[src/rtl/conv_sequencer.sv]
// conv_sequencer: walks the (n, k) index space of a linear convolution, issuing x/h read
// addresses and MAC strobes delayed by PIPE cycles, with a start/busy/done handshake.
module conv_sequencer #(
    parameter int AW   = 3,
    parameter int PIPE = 2
) (
    input  logic          clk,
    input  logic          rstn,
    input  logic          start,
    input  logic [AW:0]   lx,
    input  logic [AW:0]   lh,
    input  logic          stall,
    output logic [AW-1:0] x_addr,
    output logic [AW-1:0] h_addr,
    output logic          rd_en,
    output logic          mac_clr,
    output logic          mac_en,
    output logic          y_last,
    output logic [AW+1:0] y_idx,
    output logic          busy,
    output logic          done
);
    localparam int DW = AW + 5;
    localparam logic [AW+1:0] ONE = 1;

    typedef enum logic [1:0] {IDLE, RUN, DRAIN, FIN} state_t;
    state_t state;

    logic [AW:0]   lx_q, lh_q;
    logic [AW+1:0] lx_w, lh_w, n, k, n1, nn, kn, kmin, kmax, kmin1, n_end;
    logic [AW-1:0] hn;
    logic          run, clr_i, last_i, fin_i, pend;
    logic [DW-1:0] issue, tail;

    assign lx_w   = {1'b0, lx_q};
    assign lh_w   = {1'b0, lh_q};
    assign n1     = n + ONE;
    assign kmin   = (n >= lh_w) ? n - lh_w + ONE : '0;
    assign kmax   = (n < lx_w) ? n : lx_w - ONE;
    assign kmin1  = (n1 >= lh_w) ? n1 - lh_w + ONE : '0;
    assign n_end  = lx_w + lh_w - ONE - ONE;
    assign clr_i  = k == kmin;
    assign last_i = k == kmax;
    assign fin_i  = last_i && n == n_end;
    assign nn     = last_i ? n1 : n;
    assign kn     = last_i ? kmin1 : k + ONE;
    assign hn     = AW'(nn - kn);
    assign run    = state == RUN;
    assign issue  = {run, run && clr_i, run && last_i, run ? n : '0};

    always_ff @(posedge clk) begin
        if (!rstn) begin
            state  <= IDLE;
            lx_q   <= '0;
            lh_q   <= '0;
            n      <= '0;
            k      <= '0;
            x_addr <= '0;
            h_addr <= '0;
        end else begin
            case (state)
                IDLE: if (start) begin
                    lx_q   <= lx;
                    lh_q   <= lh;
                    n      <= '0;
                    k      <= '0;
                    x_addr <= '0;
                    h_addr <= '0;
                    state  <= (lx == '0 || lh == '0) ? FIN : RUN;
                end
                RUN: if (!stall) begin
                    if (fin_i) state <= (PIPE == 0) ? FIN : DRAIN;
                    else begin
                        n      <= nn;
                        k      <= kn;
                        x_addr <= kn[AW-1:0];
                        h_addr <= hn;
                    end
                end
                DRAIN: if (!stall && !pend) state <= FIN;
                default: state <= IDLE;
            endcase
        end
    end

    // Each stage carries {en, clr, last, y_idx}; the stage about to leave is ignored when draining.
    generate
        if (PIPE == 0) begin : g_nopipe
            assign tail = issue;
            assign pend = 1'b0;
        end else begin : g_pipe
            logic [DW-1:0] line [PIPE];
            always_ff @(posedge clk) begin
                if (!rstn) begin
                    for (int i = 0; i < PIPE; i++) line[i] <= '0;
                end else if (!stall) begin
                    line[0] <= issue;
                    for (int i = 1; i < PIPE; i++) line[i] <= line[i-1];
                end
            end
            always_comb begin
                pend = 1'b0;
                for (int i = 0; i < PIPE - 1; i++) pend = pend | line[i][DW-1];
            end
            assign tail = line[PIPE-1];
        end
    endgenerate

    assign rd_en   = run && !stall;
    assign mac_en  = tail[DW-1] && !stall;
    assign mac_clr = tail[DW-2] && !stall;
    assign y_last  = tail[DW-3] && !stall;
    assign y_idx   = tail[AW+1:0];
    assign busy    = state == RUN || state == DRAIN;
    assign done    = state == FIN;
endmodule

[config.mk]
export PLATFORM = sky130hd
export DESIGN_NAME = conv_sequencer
export DESIGN_NICKNAME = d
export VERILOG_FILES = /design/src/rtl/conv_sequencer.sv
export SDC_FILE = /design/constraint.sdc
export NUM_CORES = 1
export LEC_CHECK = 0
export ABC_AREA = 1
export ABC_CLOCK_PERIOD_IN_PS = 3470
export CAP_MARGIN = 20
export CORE_ASPECT_RATIO = 0.75
export CORE_MARGIN = 2
export CORE_UTILIZATION = 45
export DETAILED_ROUTE_END_ITERATION = 6
export SLEW_MARGIN = 10
export SYNTH_ARGS = -nofsm -noshare
export SYNTH_HDL_FRONTEND = slang
export SYNTH_SLANG_ARGS = --single-unit
export TNS_END_PERCENT = 20
[constraint.sdc]
create_clock -name clk -period 3.47 [get_ports clk]
set_input_delay 0.347 -clock clk [delete_from_list [all_inputs] [get_ports clk]]
set_output_delay 0.347 -clock clk [all_outputs]
set_load 0.01 [all_outputs]
== After elaboration in Yosys (flattened, before gate mapping) ==
Memory sizes are Yosys's and may differ from the RTL's.
Cells that the tools add are included.
Word-level totals
  bits in registers: 26
  RAM bits: 16
  input bits: 12
  output and inout bits: 17
  word-level logic and storage cells: 86
  memories: 1
Cells by class
  add/sub/neg operators: 11
  order comparisons: 3
  equality and inequality tests: 11
  multiplexer cells: 32
  bitwise gates (word level): 2
  reduce and logical (&&, ||, !) cells: 19
Memories
  g_pipe.line: words 2, width 8, read ports 2, clocked after memory_dff 0, write ports 2, line 92  | logic [DW-1:0] line [PIPE];
Operator list (count)
  $mux 5: 11
  $add 5x1->5 const B: 4
  $pmux 5 s2: 2
  $mux 8: 2
  $eq 5x5->1: 3
  $mux 3: 5
  $pmux 3 s2: 2
  $ge 5x4->1: 2
  $mux 2: 5
  $sub 5x1->5 const B: 2
  $sub 5x4->5: 2
  $logic_and 1x1->1: 8
  $logic_not 4->1: 2
  $ne 2x2->1 const B: 4
  $reduce_and 4->1: 2
  $pmux 2 s3: 1
  $add 4x4->5: 1
  $lt 5x4->1: 1
  $sub 4x1->5 const B: 1
  $eq 2x2->1 const B: 2
  $mux 1: 4
  $sub 3x3->3: 1
  $eq 2x1->1 const B: 1
  $logic_not 1->1: 2
  other kinds (6): 8

== Logic depth before layout (Yosys ltp) ==
  depth after elaboration: 9
  depth in mapped cells: 21
  depth with buffers taken out: 21

== Worst setup path before layout ==
No wires, ideal clock.
  path kind: reg-to-reg
  from: register lx_q[2]
  to: register h_addr[1]
  library setup time: 70 ps
  data arrival time: 2964 ps
  data required time: 3400 ps
  setup slack: 436 ps
  cell stages (with the launch flop): 20
  path buffers: 1
  period minus slack after synthesis: 3034 ps
  path through: dfxtp_1 -> inv_2 -> ha_1 -> nand2_1 -> nand2_1 -> nand2_1 -> nand3_4 -> nand2_1 -> nand2_1 -> nand2_1 -> nand2_2 -> nor2_8 -> nand3_4 -> buf_4 -> xor2_1 -> inv_1 -> ha_1 -> fa_1 -> or2_2 -> a21oi_1
On the way
  longest elaborated chain between the ends: 8
  elaborated cells between the ends (all ways): 17
  classes of those cells: add/sub: 5; order compare: 1; eq/ne: 3; mux: 6; reduce/logical: 2
Ends and longest elaborated chain
  from (decl): line 29  | logic [AW:0] lx_q, lh_q;
  from (signal assigned): line 63  | lx_q <= lx;
  parallel branches: the longest is 8 deep, another holds $add 4x4->5
  to (signal assigned): line 77  | h_addr <= hn;
  to (decl): line 14  | output logic [AW-1:0] h_addr,
Several ways; the timed one is not identified. The select of a mux whose other input is x is not followed.
A chain may end at the register's enable or synchronous reset.

== Worst setup path in the final report ==
  from: register lx_q[3]
  to: register h_addr[1]
The elaborated chain is that of the path after synthesis.

==> metrics <==
worst-skew pair later-pin latency 0.30 ns; NumNets Final 490; largest net degree at the start of global routing 17; syn_area_per_cell 7.80 um2; Final Hold Viols 0; CP required 3.71 ns; remaining antenna violation count 0; Fillers 656; Synth warnings 0; hold path start h_addr[0]; post-synth top area share 15.2%; initial drt markers 106; Remaining Overflow, GRT 0; FF+latch count, synth 39; Clock Skews 0.00661 ns; DRC viols 0; worst r2r src lx_q[3]; via count of the first global-routing pass 2555; Fmax achieved 313 MHz; hold_buf cts 0; chip height 76.7 um; worst-margin pin slew 0.634 ns; top-count cell post-synth nand2_1; EDFF count, synth 16; synthesized cell area 0.00317 mm2; r2r endpoint h_addr[1]; CTS clk-pin slew, worst paths 0.08 ns; Leak 1.61 nW; top post-synthesis cells by area edfxtp_1 (15%), ha_1 (15%), dfxtp_1 (15%); Worst slew margin 57.7%; I/O pins 29; Vias/cell 5.14; via count 2679; count of input and output buffers 28; Ant. Diodes 0; clk root buf clkbuf_8; Setup CP Type flip-flop to flip-flop; max-slew violations 0; Yosys top cell by area edfxtp_1; Crit Path Max Fanout 10; Detail Placement HPWL 5870 um; Cell Pwr Density 856 mW/mm2; Placement Cell Area 0.00350 mm2; status completed; core area 0.00680 mm2; min Tclk post-route 3.19 ns; setup total negative slack 0 ns; critical path arrival 3.43 ns; sequential element share of the synthesized area 29.7%; Worst Hold Class flip-flop to flip-flop; H-tree levels 2; Cells after Synth 406; die area 0.00773 mm2; crit start category flip-flop; wire per inst 14.4 um; worst reg-to-reg path cell count 18; Tcrit/Tclk final 92.1%; GPL Wtd Cong 0.898; post-route cell area 0.00367 mm2; worst-case clock buffer depth 2; Area Overhead vs Synth 16.0%; DRT Wirelength 7510 um; maximum vdd ir drop 0.000383 V; Die X 101 um; first-pass GRT wire length 12500 um; final setup violation count 0; Sink Count 39; initial antenna violation count 0; FP Rows 26; TritonCTS clock tree built; number of library cell types mapped by synthesis 31; RSZ-0062 raised after global routing false; CTS buffer count 5; reg-to-reg slack, setup 0.28 ns; Synth top cells by count nand2_1 (60), inv_1 (59), ha_1 (38), nand3_1 (33), nor2_1 (31); effective utilization at floorplan 46.6%; Mapped Nets 460; Total GRT Usage 20.8%; layout cells sized above 1 11.4%; cell count of the worst hold path 2; 1st-pass router iterations 4; CP Capture Type flip-flop; Maximum Capacitance Violations 0; Synth Flop Type dfxtp_1; Worst Hold End h_addr[0]; asr flop ratio synth 0%
-- worst max path at each step --
stage | startpoint | end | cells after the start
final | lx_q[3] | h_addr[1] | 18
after global routing | lx_q[3] | h_addr[1] | 18
after CTS | lx_q[2] | h_addr[1] | 19
after detailed placement | lx_q[2] | h_addr[1] | 19
after global placement | lx_q[2] | h_addr[1] | 19
after floorplan | lx_q[2] | h_addr[1] | 19
-- per-stage QoR --
stage                     setup slack (ns)  std cells  util, %  power [mW]  hold slack [ns]
after global placement               0.339        508     51.5        2.58            0.473
after CTS                            0.202        516     53.4        3.06            0.495
after detailed placement             0.233        508     51.5        2.59            0.483
after global routing                0.0144        521     54.0        3.46            0.526
final                                0.275        521     54.0        3.14            0.492
after floorplan                      0.436        406        -        2.16            0.465
-- cell families after synthesis --
family / after synthesis / share of synthesized area [%]
and+or+nand+nor: 161 / 26.0
AOI/OAI and AO/OA: 55 / 8.85
xor gates and xnor gates: 23 / 6.36
adders and majority gates: 42 / 17.5
buffers and inverters: 86 / 11.6
DFF: 39 / 29.7
-- timing repair --
item,in CTS,in global routing
resized for setup,0,1
setup endpoints to repair,0,1
buffers inserted,0,5
-- layout by cell type, fill, tap and decap left out --
master	n
a21oi_1	30
o21ai_1	9
xor2_1	19
nor3_1	1
o21a_1	1
edfxtp_1	16
nand2_1	59
nand2_2	7
nand3b_1	1
o21ai_0	14
a211oi_1	1
nor4_1	4
nor2_4	2
inv_1	59
dfxtp_1	23
buf_4	12
nand3_1	33
nand4_1	11
clkdlybuf4s50_1	28
nor2_8	1
nor2_1	31
or2_2	2
fa_1	4
ha_1	38
nand3_4	5
clkbuf_1	1
nor2_2	3
inv_4	1
xnor2_1	4
clkbuf_8	5
bufinv_16	2
inv_2	9
nand3_2	1
-- where the power goes --
group	total [mW]	internal (mW)	switching [mW]
combinational	2.04	0.807	1.23
sequential	0.641	0.563	0.0781
clock	0.464	0.288	0.176
total	3.14	1.66	1.49
-- layer usage --
layer,track usage [%],up-vias,share of wire [%]
met4,7.67,0,1.9
met3,3.56,11,4.9
met2,29.9,80,42
met1,31.0,1212,51
met5,0,-,0
li1,-,1376,-
-- flip-flops by register name, indices dropped and copies added (netlist names) --
register     cells
lx_q             4
h_addr           3
lh_q             4
k                3
state            2
g_pipe.line     16
n                5
x_addr           2
-- area by class of cell --
type,count,area [um2],area share (%)
flip-flops and latches,39,941,25.6
clock buffers,6,72.6,1.98
well taps,84,105,2.86
inverters,69,262,7.12
repair buffers,40,370,10.1
multi-input cells,281,1860,50.7
clock inverters,2,60.1,1.64
-- worst max-delay path, stage by stage, from the launching register on --
cell and delay, ns:
dfxtp_1 0.36, inv_1 0.11, ha_1 0.33, inv_1 0.05, nor2_2 0.11, nand3_4 0.13, nand3_4 0.13, nand2_1 0.07
nand3_1 0.07, nand2_1 0.09, nor2_4 0.16, nand3_4 0.16, inv_4 0.12, nand3_1 0.07, o21ai_1 0.14, ha_1 0.20
fa_1 0.40, or2_2 0.30, a21oi_1 0.11
Note: power is estimated with default switching activity, not from simulation.
